File: src/rtl/vend_pkg.sv
// Shared constants and state type for the change dispenser.
// Holds the default price, tube fill count, coin denominations and FSM states.
package vend_pkg;

   localparam int PRICE_DEF    = 10;
   localparam int INV_INIT_DEF = 15;

   localparam logic [3:0] COIN5    = 4'd5;
   localparam logic [3:0] COIN2    = 4'd2;
   localparam logic [3:0] COIN1    = 4'd1;
   localparam logic [3:0] COIN0    = 4'd0;
   localparam logic [3:0] INV_FULL = 4'd15;

   typedef enum logic [1:0] {
      IDLE,
      ISSUE,
      FINISH
   } state_t;

endpackage

File: src/rtl/change_denom_sel.sv
// Greedy denomination picker: largest available coin not above remaining.
// Ports: remaining (5b), avail5/avail2 (tube not empty) -> coin (5, 2, 1 or 0).
module change_denom_sel
   import vend_pkg::*;
(
   input  logic [4:0] remaining,
   input  logic       avail5,
   input  logic       avail2,
   output logic [3:0] coin
);

   // 1-coins are never exhausted, so any non-zero remainder
   // always yields some coin.
   always_comb begin
      coin = COIN0;
      if (remaining >= 5'd5 && avail5) begin
         coin = COIN5;
      end else if (remaining >= 5'd2 && avail2) begin
         coin = COIN2;
      end else if (remaining != 5'd0) begin
         coin = COIN1;
      end
   end

endmodule

File: src/rtl/vend_change_dispenser.sv
// Change dispenser: on start, pays out credit - PRICE as 5/2/1 coins over a
// valid/ready hopper handshake, then pulses done (or err if credit < PRICE).
// Ports: clk, rst (sync, active high), start, credit[4:0], coin_out[3:0],
//   coin_valid, coin_ready, busy, done, err; refill when inventory is enabled.
// Macro VEND_CHANGE_INVENTORY_EN adds 5/2 tube counters and the refill input.
module vend_change_dispenser
   import vend_pkg::*;
#(
   parameter int PRICE    = PRICE_DEF,
   parameter int INV_INIT = INV_INIT_DEF
)
(
   input  logic       clk,
   input  logic       rst,
   input  logic       start,
   input  logic [4:0] credit,
`ifdef VEND_CHANGE_INVENTORY_EN
   input  logic       refill,
`endif
   input  logic       coin_ready,
   output logic [3:0] coin_out,
   output logic       coin_valid,
   output logic       busy,
   output logic       done,
   output logic       err
);

   localparam logic [4:0] PRICE5 = 5'(PRICE);

   state_t     state;
   logic [4:0] remaining;
   logic [4:0] rem_nxt;
   logic       hs;
   logic       ok;
   logic       avail5;
   logic       avail2;
   logic [3:0] pick;

   assign hs = coin_valid & coin_ready;
   assign ok = credit >= PRICE5;

   // Remainder as it will be after this edge; the picker runs on it so the
   // next coin offered already reflects the coin just accepted.
   always_comb begin
      rem_nxt = remaining;
      unique case (state)
         IDLE: begin
            if (start && ok) begin
               rem_nxt = credit - PRICE5;
            end
         end
         ISSUE: begin
            if (hs) begin
               rem_nxt = remaining - {1'b0, coin_out};
            end
         end
         default: rem_nxt = remaining;
      endcase
   end

`ifdef VEND_CHANGE_INVENTORY_EN
   localparam logic [3:0] INV0 = 4'(INV_INIT);

   logic [3:0] cnt5;
   logic [3:0] cnt2;
   logic [3:0] cnt5_nxt;
   logic [3:0] cnt2_nxt;

   // Refill wins over a simultaneous acceptance.
   always_comb begin
      cnt5_nxt = cnt5;
      cnt2_nxt = cnt2;
      if (hs && coin_out == COIN5) begin
         cnt5_nxt = cnt5 - 4'd1;
      end
      if (hs && coin_out == COIN2) begin
         cnt2_nxt = cnt2 - 4'd1;
      end
      if (refill) begin
         cnt5_nxt = INV_FULL;
         cnt2_nxt = INV_FULL;
      end
   end

   always_ff @(posedge clk) begin
      if (rst) begin
         cnt5 <= INV0;
         cnt2 <= INV0;
      end else begin
         cnt5 <= cnt5_nxt;
         cnt2 <= cnt2_nxt;
      end
   end

   assign avail5 = cnt5_nxt != 4'd0;
   assign avail2 = cnt2_nxt != 4'd0;
`else
   assign avail5 = 1'b1;
   assign avail2 = 1'b1;
`endif

   change_denom_sel u_sel (
      .remaining (rem_nxt),
      .avail5    (avail5),
      .avail2    (avail2),
      .coin      (pick)
   );

   always_ff @(posedge clk) begin
      if (rst) begin
         state      <= IDLE;
         remaining  <= 5'd0;
         coin_valid <= 1'b0;
         coin_out   <= COIN0;
         busy       <= 1'b0;
         done       <= 1'b0;
         err        <= 1'b0;
      end else begin
         done <= 1'b0;
         err  <= 1'b0;
         unique case (state)
            IDLE: begin
               if (start && !ok) begin
                  err <= 1'b1;
               end else if (start) begin
                  remaining <= rem_nxt;
                  if (rem_nxt != 5'd0) begin
                     state      <= ISSUE;
                     busy       <= 1'b1;
                     coin_valid <= 1'b1;
                     coin_out   <= pick;
                  end else begin
                     state <= FINISH;
                     done  <= 1'b1;
                  end
               end
            end
            ISSUE: begin
               if (hs) begin
                  remaining <= rem_nxt;
                  if (rem_nxt == 5'd0) begin
                     state      <= FINISH;
                     busy       <= 1'b0;
                     coin_valid <= 1'b0;
                     coin_out   <= COIN0;
                     done       <= 1'b1;
                  end else begin
                     coin_out <= pick;
                  end
               end
            end
            FINISH: begin
               state <= IDLE;
            end
            default: begin
               state <= IDLE;
            end
         endcase
      end
   end

endmodule

File: config.mk
export PLATFORM = sky130hd
export DESIGN_NAME = vend_change_dispenser
export DESIGN_NICKNAME = d
export VERILOG_FILES = /design/src/rtl/vend_pkg.sv /design/src/rtl/change_denom_sel.sv /design/src/rtl/vend_change_dispenser.sv
export SDC_FILE = /design/constraint.sdc
export NUM_CORES = 1
export LEC_CHECK = 0
export CAP_MARGIN = 0
export CORE_MARGIN = 2
export CORE_UTILIZATION = 40
export DETAILED_ROUTE_END_ITERATION = 7
export PLACE_DENSITY_LB_ADDON = 0.2
export SLEW_MARGIN = 20
export SYNTH_ARGS = -nofsm -noshare
export SYNTH_HDL_FRONTEND = slang
export SYNTH_HIERARCHICAL = 1
export SYNTH_SLANG_ARGS = --single-unit
File: constraint.sdc
create_clock -name clk -period 8.3 [get_ports clk]
set_clock_uncertainty 0.2 [all_clocks]
set_input_delay 2.075 -clock clk [delete_from_list [all_inputs] [get_ports clk]]
set_output_delay 2.075 -clock clk [all_outputs]
set_load 0.03 [all_outputs]
## Yosys cells after proc, flatten, opt, wreduce, memory -nomap -nowiden

Cells that the tools add are included.

- Register bits after elaboration: 14
- Word-level logic and storage cells: 66
- Input bits: 9

- Bitwise logic cells: 2
- Magnitude comparators: 3
- Muxes and demuxes: 35
- $add $sub $neg: 2
- Reductions and logical operators: 12
- Eq/ne operators: 6

Operators with widths:

| cell | number |
|---|---|
| two-way mux 4 bit | 7 |
| two-way mux 5 bit | 5 |
| one-hot mux 5 bit (2 select lines) | 2 |
| two-way mux 1 bit | 12 |
| two-way mux 2 bit | 5 |
| inequality test 2 bit, second input constant | 5 |
| one-hot mux 4 bit (2 select lines) | 1 |
| AND reduction 4 bit | 2 |
| AND reduction 6 bit | 1 |
| greater-or-equal comparator 5 x 2 -> 1 bit, second input constant | 1 |
| greater-or-equal comparator 5 x 3 -> 1 bit, second input constant | 1 |
| greater-or-equal comparator 5 x 4 -> 1 bit, second input constant | 1 |
| logical NOT 5 bit | 1 |
| AND reduction 5 bit | 1 |
| nonzero test 5 bit | 1 |
| subtractor 5 x 4 -> 5 bit | 1 |
| subtractor 5 x 4 -> 5 bit, second input constant | 1 |
| one-hot mux 1 bit (2 select lines) | 2 |
| one-hot mux 2 bit (2 select lines) | 1 |
| equality test 2 x 1 -> 1 bit, second input constant | 1 |
| logical AND 1 bit | 2 |
| logical NOT 2 bit | 1 |
| nonzero test 2 bit | 1 |
| OR reduction 2 bit | 1 |
| 3 further kinds | 3 |

## Depth between registers and ports, before layout

- Depth after elaboration: 12
- Mapped depth: 15
- Mapped depth without buffers: 15

## Modules after synthesis

The synthesis kept the hierarchy.

By module, submodules not included:

| module | seq. area each (um^2) | area each (um^2) | cells each | instances |
|---|---|---|---|---|
| vend_change_dispenser | 280.3 | 1094.8 | 129 | 1 |
| change_denom_sel | 0.0 | 78.8 | 13 | 1 |

## Worst setup path after synthesis

Ideal clock, no wire load.

- Path type: in2reg
- Start point: input port credit[1]
- End point: register coin_out[1]
- Path slack: 3.972 ns
- Cell stages on the path: 11
- Buffers on the path: 0
- Data arrival time: 4.012 ns
- Data required time: 7.983 ns
- Cell sequence: inv_1 -> ha_1 -> nor2b_2 -> or3_4 -> a21oi_1 -> nor2_1 -> a21oi_1 -> nor2_1 -> o41ai_1 -> nor2_1 -> a22o_1

- Longest elaborated chain between the ends: 11

RTL lines:

| what | RTL line | RTL |
|---|---|---|
| start, declared | vend_change_dispenser.sv:16 | `input logic [4:0] credit,` |
| greater-or-equal comparator 5 x 4 -> 1 bit | vend_change_dispenser.sv:40 | `assign ok = credit >= PRICE5;` |
| logical AND 1 bit | vend_change_dispenser.sv:48 | `if (start && ok) begin` |
| two-way mux 5 bit (*) | vend_change_dispenser.sv:48 |  |
| one-hot mux 5 bit (2 select lines) (*) | vend_change_dispenser.sv:46 | `unique case (state)` |
| named net rem_nxt[4] | vend_change_dispenser.sv:32 | `logic [4:0] rem_nxt;` |
| greater-or-equal comparator 5 x 2 -> 1 bit | change_denom_sel.sv:18 | `end else if (remaining >= 5'd2 && avail2) begin` |
| two-way mux 4 bit | change_denom_sel.sv:18 |  |
| two-way mux 4 bit (*) | change_denom_sel.sv:16 | `if (remaining >= 5'd5 && avail5) begin` |
| named net pick[1] | vend_change_dispenser.sv:37 | `logic [3:0] pick;` |
| two-way mux 4 bit | vend_change_dispenser.sv:127 | `if (rem_nxt != 5'd0) begin` |
| two-way mux 4 bit | vend_change_dispenser.sv:125 | `end else if (start) begin` |
| two-way mux 4 bit | vend_change_dispenser.sv:123 | `if (start && !ok) begin` |
| one-hot mux 4 bit (2 select lines) (*) | vend_change_dispenser.sv:121 | `unique case (state)` |
| end signal, assigned | vend_change_dispenser.sv:131 | `coin_out <= pick;` |
| end signal, assigned | vend_change_dispenser.sv:148 | `coin_out <= pick;` |
| end, declared | vend_change_dispenser.sv:21 | `output logic [3:0] coin_out,` |

Mark *: on every way through the listed nets, which the timed path passes. The rest lies on a longest branch. The select of a mux whose other input is x is not followed.
A chain may end at the register's enable or synchronous reset.

## Worst setup path after layout

- Start point: input port credit[1]
- End point: register coin_out[0]

- Longest elaborated chain between the ends: 12

RTL lines:

| what | RTL line |
|---|---|
| greater-or-equal comparator 5 x 4 -> 1 bit | vend_change_dispenser.sv:40 |
| logical AND 1 bit | vend_change_dispenser.sv:48 |
| two-way mux 5 bit (*) | vend_change_dispenser.sv:48 |
| one-hot mux 5 bit (2 select lines) (*) | vend_change_dispenser.sv:46 |
| named net rem_nxt[1] | vend_change_dispenser.sv:32 |
| branches (longest 8 deep; another with greater-or-equal comparator 5 x 2 -> 1 bit) | -- |

Mark *: on every way through the listed nets, which the timed path passes. The select of a mux whose other input is x is not followed.

==> run_results.csv <==
group,metric,value,unit
run,maxCapViolCount,0,
clock_tree,cts_root_buf,"clkbuf_4",
floorplan,die-height,58.2,um
cells_and_area,n_fill_cell,264,
timing,setup_viol,0,
cells_and_area,diodes,0,
routing,route.antenna.remaining_nets,0,
worst_setup_path,ff2ff_setup_slack,5060,ps
pwr,p_seq_frac,0.332,
min_path,hold_start,"coin_out[1]",
pwr,internal-power,0.000166,W
pwr,cellPowerDensity,202,nW/um2
routing,wl,2.90,mm
floorplan,die_w,58.2,um
clock_tree,post_cts_resize_count,0,
pwr,p_clk_frac,0.174,
routing,drt-initial-drc-count,56,
worst_setup_path,critPathCaptureType,"register",
timing,slew_headroom,0.636,
worst_setup_path,cp_max_fo,9,
worst_setup_path,start_kind,"primary input",
min_path,min_to,"coin_out[1]",
status,outcome,"completed",
synth,ys.flop_type,"dfxtp_1",
clock_tree,cts_buffers,3,
timing,rsz0062_at_grt,"false",
floorplan,initial_utilization,0.422,
grt,grt-ovfl-total,0,
cells_and_area,drive_gt1_frac,0.0679,
timing,timing.final.crit_period,4890,ps
routing,firstDrtPassIters,4,
place,port_buffers,16,
worst_setup_path,r2r-start,"coin_out[0]",
cells_and_area,multi_input_area,848,um2
synth,synth_seq_cells,14,
place,dp.final_hpwl,2.22,mm
clock_tree,clock-sinks,14,
cells_and_area,seq_area,280,um2
synth,async_flop_share,0,
pwr,combPwrFrac,0.495,
worst_setup_path,path_class,"in2reg",
floorplan,dieArea,3380,um2
grt,grt_max_degree,18,
synth,synth_common_cells,"14 x dfxtp_1, 10 x inv_1, 9 x nor2_1, 9 x nor2b_1",
pwr,switching_share,0.413,
synth,synthCells,142,
grt,grt_usage,0.189,
clock_tree,cts_tree,"done",
clock_tree,hold_buffers,0,
pwr,net-switching-power,0.000117,W
routing,maxUsedRoutingLayer,"met4",
clock_tree,clock_latency,280,ps
worst_setup_path,critPathArrivalTime,4900,ps
routing,avgRoutedWirePerCell,15.0,um
pwr,p_leak,0.541,nW
synth,synth-edff-count,0,
floorplan,coreArea,2780,um2
floorplan,rows,19,
routing,m1WireLength,1.36,mm
clock_tree,postCtsSetupRepairBufs,0,
synth,synth_most_common_cell,"dfxtp_1",
place,dp.cells,189,
clock_tree,h-tree-depth,1,
timing,fin_crit_sh,0.589,
clock_tree,clk_pin_slew_worst_paths,80,ps
synth,yosysTopAreaCellShare,0.239,
floorplan,ios,17,
cells_and_area,area_growth,19.4,%
synth,yosysWarnings,6,
worst_setup_path,r2r-end,"coin_out[0]",
min_path,holdPathStages,1,
pwr,irDropWorstVdd,138,uV
synth,synth_cell_type_count,56,
cells_and_area,final_cell_count_no_fill,193,
synth,synthTopCellsByArea,"dfxtp_1 24%, ha_1 5.3%, nor2b_1 4.8%",
routing,wl_met2,1.39,mm
synth,syn_area_per_cell,8.26,um2
routing,drcViolationCount,0,
timing,clock.fmax,205,MHz
routing,wl_met3,134,um
clock_tree,cts_buffer_depth,2,
timing,setup_tns,0,ps
place,gp_congestion,0.797,
timing,slew_viol_final,0,
cells_and_area,nNetsFinal,178,
grt,grt_pass1_vias,1047,
grt,antenna_found_initial,0,
synth,seq_area_frac_synth,0.239,
worst_setup_path,reg2reg_depth,10,
synth,synth_area,1170,um2
timing,final-hold-violation-count,0,
min_path,hp-class,"reg2reg",
synth,synth_largest_area_cell,"dfxtp_1",
routing,vias,1125,
routing,vias_per_cell,5.83,
timing,tightest_slew,533,ps
grt,grt_pass1_wl,4.89,mm
worst_setup_path,required,8310,ps
[stage by stage]
step / worst slack (ps) / util / total power [W] / hold WS [ps] / area (um2)
3_5_place_dp: 3150 / 0.491 / 0.000235 / 289 / 1370
6_report: 3410 / 0.504 / 0.000283 / 315 / 1400
2_1_floorplan: 3970 / - / 0.000194 / 382 / 1190
5_1_grt: 3170 / 0.504 / 0.000307 / 365 / 1400
3_3_place_gp: 3170 / 0.491 / 0.000233 / 283 / 1370
4_1_cts: 3450 / 0.504 / 0.000286 / 319 / 1400
[placed cells by master (no fill, tap or decap), types with 3 or more instances in the layout]
master,count
clkdlybuf4s50_1,16
dfxtp_1,14
inv_1,10
nor2b_1,9
nor2_1,9
a21oi_1,7
nand2_1,7
conb_1,7
o21ai_0,5
ha_1,5
nor3b_1,4
and3b_1,3
nor4_1,3
nor3_1,3
a22o_1,3
clkbuf_4,3
[layout make-up]
cell class | instances | area share
clock buffers | 4 | 0.0259
repair buffers | 16 | 0.114
well taps | 31 | 0.0277
inverters | 10 | 0.0268
multi-input cells | 118 | 0.605
flip-flops and latches | 14 | 0.200
[cell families after synthesis]
| group | Yosys count | share of synthesized area |
|---|---|---|
| and+or+nand+nor | 62 | 0.350 |
| AOI/OAI and AO/OA | 41 | 0.265 |
| buffers and inverters | 15 | 0.0544 |
| DFF | 14 | 0.239 |
| adders and majority gates | 6 | 0.0704 |
| xor gates and xnor gates | 2 | 0.0149 |
| other | 2 | 0.00640 |
[metal layers]
metal | GRT usage | vias up
met2 | 0.320 | 24
met5 | 0 | -
met3 | 0.0424 | 2
met4 | 0.0498 | 0
met1 | 0.243 | 528
li1 | - | 571
[power groups by stage]
stage / Combinational (W) / Clock, W / Sequential, W
global route: 0.000154 / 0.0000563 / 0.0000962
floorplan: 0.0000957 / 0 / 0.0000982
finish: 0.000140 / 0.0000492 / 0.0000938
detailed placement: 0.000140 / 0 / 0.0000953
global placement: 0.000138 / 0 / 0.0000951
CTS: 0.000140 / 0.0000515 / 0.0000939
[worst max-delay path, stage by stage]
cell and delay, ps:
clkdlybuf4s50_1 500, inv_1 100, ha_1 290, nor2b_2 110
o311ai_4 310, o2111ai_1 300, nor4_2 370, nand3_2 220
or4_1 540, o211ai_2 90
[sequential cells by signal, indices dropped and copies added (netlist names)]
register   flops
remaining      5
coin_out       4
state          2
done           1
busy           1
err            1
[worst max path at each step]
stage	from	slack, ps	end
2_1_floorplan	credit[1]	3970	coin_out[1]
6_report	credit[1]	3410	coin_out[0]
3_3_place_gp	credit[1]	3170	coin_out[1]
3_5_place_dp	credit[1]	3150	coin_out[1]
5_1_grt	credit[1]	3170	coin_out[1]
4_1_cts	credit[1]	3450	coin_out[1]
Note: power is estimated with default switching activity, not from simulation.
==> patch 1, RTL diff (same flow settings) <==
Build with the macro `VEND_CHANGE_INVENTORY_EN` defined.
--- a/src/rtl/vend_change_dispenser.sv
+++ b/src/rtl/vend_change_dispenser.sv
@@ -4,4 +4,6 @@
 //   coin_valid, coin_ready, busy, done, err; refill when inventory is enabled.
 // Macro VEND_CHANGE_INVENTORY_EN adds 5/2 tube counters and the refill input.
+`define VEND_CHANGE_INVENTORY_EN
+
 module vend_change_dispenser
    import vend_pkg::*;
Interface: changed (added refill); port bits go from 17 to 18. No check against the original RTL was run, so the function may have changed too.
==> patch 1 against the unedited design <==
Utilization fell by 1.5 points. Critical endpoint unchanged. Clock power rose by 26%. Wire length rose by 3.7%. Combinational power fell by 10%. Power rose by 12%. Cell area rose by 16%. Synthesized area rose by 19%. Worst setup slack improved by 100 ps. Sequential cell count rose by 8.
==> patch 1: results (changes against the unedited design) <==
run_status:
  run_status: "completed"  # unchanged
synth:
  ys_seq_area_frac: 0.315  # was 0.239
  yosys.cell_types.count: 49  # was 56
  yosys-top-cells-area: "dfxtp_1, ha_1, nand2_1, inv_1, nor3b_1"  # was dfxtp_1, ha_1, nor2b_1, inv_1, a21oi_1
  synth_warnings: 6  # unchanged
  syn-num-nets: 178
  synthTopCellsByCount: "dfxtp_1, nand2_1, inv_1"  # was dfxtp_1, inv_1, nor2_1, nor2b_1
  synth_cells: 160  # was 142
global_route:
  grt.total_usage: 0.158  # was 0.189
  grt_max_degree: 13  # was 18
  antenna_found_initial: 0  # unchanged
  grt_pass1_wl_mm: 5.12  # was 4.89 mm
finish:
  nets: 195  # was 178
  drive_gt1_frac: 0.0739  # was 0.0679
  n_antenna_cell: 0  # unchanged
  final_cells: 222  # was 193
  regMostFlops: "remaining"  # unchanged
  fillers: 328  # was 264
setup_path:
  critPathLaunch: "credit[2]"  # was credit[1]
  arrival_ps: 4810  # was 4900 ps
  rr_worst_depth: 10  # unchanged
  r2r_start: "coin_out[0]"  # unchanged
  crit_path_max_fanout: 8  # was 9
  reg2reg_slack_ps: 5220  # was 5060 ps
  rr_endpoint: "coin_out[0]"  # unchanged
clock_network:
  cts_setup_buffers: 0  # unchanged
  clk_path_buf_depth: 2  # unchanged
  numCtsBuffers: 3  # unchanged
  insertion_delay_ps: 320  # was 280 ps
  cts.htree.levels: 1  # unchanged
  path_clk_slew_ps: 130  # was 80 ps
  ctsResizeCount: 0  # unchanged
  clockRootBuffer: "clkbuf_4"  # unchanged
hold_path:
  hold_depth: 2  # was 1
  min_to: "cnt5[3]"  # was coin_out[1]
  hp-start: "cnt5[3]"  # was coin_out[1]
pwr:
  peakVddDrop_v: 0.0000761  # was 0.000138 V
  p_leak_nw: 0.640  # was 0.541 nW
placement:
  dpl.hpwl_mm: 2.35  # was 2.22 mm
  place_area_sq_um: 1590  # was 1370 sq um
  dp_slack_ps: 3190  # was 3150 ps
  port_buffers: 17  # was 16
  gp_congestion: 0.838  # was 0.797
timing:
  max_slew_margin: 0.600  # was 0.636
  hold-worst-slack_ps: 320  # was 315 ps
  period_needed_ps: 4780  # was 4890 ps
route:
  via_count: 1221  # was 1125
  drt-total-wl_mm: 3.00  # was 2.90 mm
  drt_pass1_iterations: 4  # unchanged
  drtIter0Drc: 67  # was 56
job:
  cap_violations: 0  # unchanged
## patch 1: changes by cell type in the layout (fill, tap and decap cells not counted), moves of 4 or more
cell	delta
a21oi_1	-5
and2_1	+4
conb_1	-6
dfxtp_1	+8
inv_1	+4
nand2_1	+11
nor2b_1	-6
o211ai_1	+5
xor2_1	+4
## patch 1: cell families after synthesis
family	Yosys count	synth area share
AND/OR/NAND/NOR	68	0.305
flip-flops	22	0.315
AO/OA/AOI/OAI	33	0.183
other	1	0.00268
buffers and inverters	19	0.0617
adder cells (fa/ha/maj)	8	0.0769
XOR/XNOR	9	0.0563
## patch 1: power breakdown
group | total [mW] | leakage [nW] | switching, mW | internal (mW)
clock network | 0.0618 | 0.0210 | 0.0350 | 0.0269
logic | 0.126 | 0.439 | 0.0693 | 0.0569
registers | 0.129 | 0.179 | 0.0136 | 0.116
## patch 1: per-layer routing
metal / wire, um / global-route usage / vias to the layer above
li1: - / - / 609
met1: 1410 / 0.196 / 593
met5: 0 / 0 / -
met3: 77 / 0.0250 / 5
met4: 33 / 0.0417 / 0
met2: 1480 / 0.281 / 14
## patch 1: final cells by class
class                           count  area, sq um  area share
Multi-Input combinational cell    119          873       0.536
Sequential cell                    22          440       0.270
Timing Repair Buffer               17          170       0.104
Tap cell                           46         57.6      0.0353
Inverter                           14         52.6      0.0322
Clock buffer                        4         36.3      0.0223
## patch 1: critical path: stages
cell,delay (ps)
clkdlybuf4s50_1,550
inv_1,70
ha_1,200
nor2b_1,320
o31a_2,220
nor2_2,70
a221o_1,460
nor4b_4,460
a211oi_2,180
a22o_1,210
==> patch 2, RTL diff (same flow settings) <==
Made on the original files. Register the output `err` once more, cleared by the reset; this adds one clock of latency there. The other outputs are not delayed to match.
--- a/src/rtl/vend_change_dispenser.sv
+++ b/src/rtl/vend_change_dispenser.sv
@@ -27,4 +27,6 @@
 
    localparam logic [4:0] PRICE5 = 5'(PRICE);
+
+   logic err_s0;
 
    state_t     state;
@@ -115,12 +117,12 @@
          busy       <= 1'b0;
          done       <= 1'b0;
-         err        <= 1'b0;
+         err_s0     <= 1'b0;
       end else begin
          done <= 1'b0;
-         err  <= 1'b0;
+         err_s0 <= 1'b0;
          unique case (state)
             IDLE: begin
                if (start && !ok) begin
-                  err <= 1'b1;
+                  err_s0 <= 1'b1;
                end else if (start) begin
                   remaining <= rem_nxt;
@@ -160,4 +162,12 @@
    end
 
+   always_ff @(posedge clk) begin
+      if (rst) begin
+         err <= '0;
+      end else begin
+         err <= err_s0;
+      end
+   end
+
 endmodule
 
Formal check against the unedited RTL: not equivalent (a bounded check fails within 4 cycles, from zero or initial values and one cycle with rst high).
==> patch 2 against the unedited design <==
Synthesized area shrank 14%. Power shrank 20%. Utilization grew 0.44 points. Combinational power shrank 29%. Sequential power shrank 6.9%. Worst hold slack lost 59 ps. Wire length shrank 18%. Non-clock buffer count is the same. Sequential cell count grew 1. Worst setup slack gained 210 ps. Cell area shrank 12%. Final cell count shrank 11%. Critical path type unchanged. Critical endpoint is now coin_out[3]. Largest power group unchanged.
==> patch 2: results (changes against the unedited design) <==
route:
  drtIter0Drc: 12  # was 56
  wl_per_cell_um: 13.8  # was 15.0 um
  drt_pass1_iterations: 4  # unchanged
  via_count: 930  # was 1125
finish:
  drive_gt1_frac: 0.0709  # was 0.0679
  top_regs: "remaining x5, coin_out x4, state x2"  # unchanged
  final_cells: 171  # was 193
  n_antenna_cell: 0  # unchanged
  nets: 157  # was 178
  fillers: 235  # was 264
  regMostFlops: "remaining"  # unchanged
pwr:
  p_leak_nw: 0.487  # was 0.541 nW
  peakVddDrop_v: 0.0000977  # was 0.000138 V
  power_switching_uw: 87.9  # was 117 uW
  power_density_nw_per_um2: 184  # was 202 nW/um^2
  comb_power_share: 0.439  # was 0.495
  p_seq_frac: 0.383  # was 0.332
run_status:
  run_status: "completed"  # unchanged
synth:
  yosys-top-cells-area: "dfxtp_1, ha_1, inv_1, nor2b_1, o21ai_0"  # was dfxtp_1, ha_1, nor2b_1, inv_1, a21oi_1
  synth_edf_count: 0  # unchanged
  yosys.cell_types.count: 42  # was 56
  syn_avg_cell_area_sq_um: 8.51  # was 8.26 sq um
  ys_seq_area_frac: 0.297  # was 0.239
  synthTopCellsByCount: "inv_1, dfxtp_1, nor2_1"  # was dfxtp_1, inv_1, nor2_1, nor2b_1
  synth_warnings: 6  # unchanged
  async_flop_share: 0  # unchanged
placement:
  dp_slack_ps: 3370  # was 3150 ps
  gp_congestion: 1.02  # was 0.797
  place_area_sq_um: 1210  # was 1370 sq um
  port_buffers: 16  # unchanged
  dpl.hpwl_mm: 1.87  # was 2.22 mm
global_route:
  antenna_found_initial: 0  # unchanged
  grt.total_usage: 0.169  # was 0.189
  grt_pass1_vias: 833  # was 1047
  grt_max_degree: 17  # was 18
  grt_remaining_overflow: 0  # unchanged
  grt_pass1_wl_mm: 3.56  # was 4.89 mm
clock_network:
  cts.htree.levels: 1  # unchanged
  clk_path_buf_depth: 2  # unchanged
  clockRootBuffer: "clkbuf_4"  # unchanged
  insertion_delay_ps: 280  # about the same
  cts_setup_buffers: 0  # unchanged
  ctsResizeCount: 0  # unchanged
  numCtsBuffers: 3  # unchanged
  path_clk_slew_ps: 90
setup_path:
  crit_path_max_fanout: 6  # was 9
  arrival_ps: 4650  # was 4900 ps
  rr_worst_depth: 10  # unchanged
hold_path:
  hold_depth: 1  # unchanged
  hold_class: "reg -> reg"  # unchanged
timing:
  max_slew.worst_pin.slew_ps: 682  # was 533 ps
## patch 2: changes by cell type after synthesis, moves of 3 or more
cell,delta
a22o_1,-3
and3b_1,-3
nor3b_1,-3
o32ai_1,+4
inv_1,+6
## patch 2: kinds of logic (layout without fill, tap and decap cells)
group,Yosys count,in the layout,share of synthesized area
xor gates and xnor gates,3,3,0.0260
and+or+nand+nor,39,39,0.248
DFF,15,15,0.297
buffers and inverters,19,36,0.0779
adders and majority gates,6,6,0.0816
AOI/OAI and AO/OA,34,34,0.252
other,2,7,0.00742
muxes,1,1,0.00989
## patch 2: critical path: stages
cell	delay [ps]
clkdlybuf4s50_1	510
inv_1	80
ha_1	210
nor2b_1	340
o31a_2	270
o311ai_1	200
nor2_1	230
nand3_2	100
o41a_1	380
o32ai_1	250
## patch 2: area by class of cell
type	instances	area, sq um	share of cell area
multi-input combinational	90	652	0.527
sequential	15	300	0.243
timing repair buffer	16	160	0.130
inverter	16	60.1	0.0486
tap	30	37.5	0.0304
clock buffer	4	26.3	0.0213
## patch 2: worst paths after layout
kind,from,to,slack (ps)
worst max register to register,remaining[0],coin_out[3],5470
worst max-delay path,credit[1],coin_out[3],3630
worst min register to register,err_s0,err,260
worst min-delay path,err_s0,err,260
## patch 2: metal layers
| layer | share of wire | global-route usage | up-vias |
|---|---|---|---|
| met5 | 0 | 0 | - |
| met4 | 0.011 | 0.0542 | 0 |
| met3 | 0.058 | 0.0246 | 4 |
| met2 | 0.49 | 0.317 | 35 |
| met1 | 0.44 | 0.194 | 422 |
| li1 | - | - | 469 |
## patch 2: per-stage QoR
stage / hold slack [ps] / util
2_1_floorplan: 214 / -
3_3_place_gp: 232 / 0.497
3_5_place_dp: 232 / 0.497
4_1_cts: 255 / 0.508
5_1_grt: 270 / 0.508
6_report: 256 / 0.508
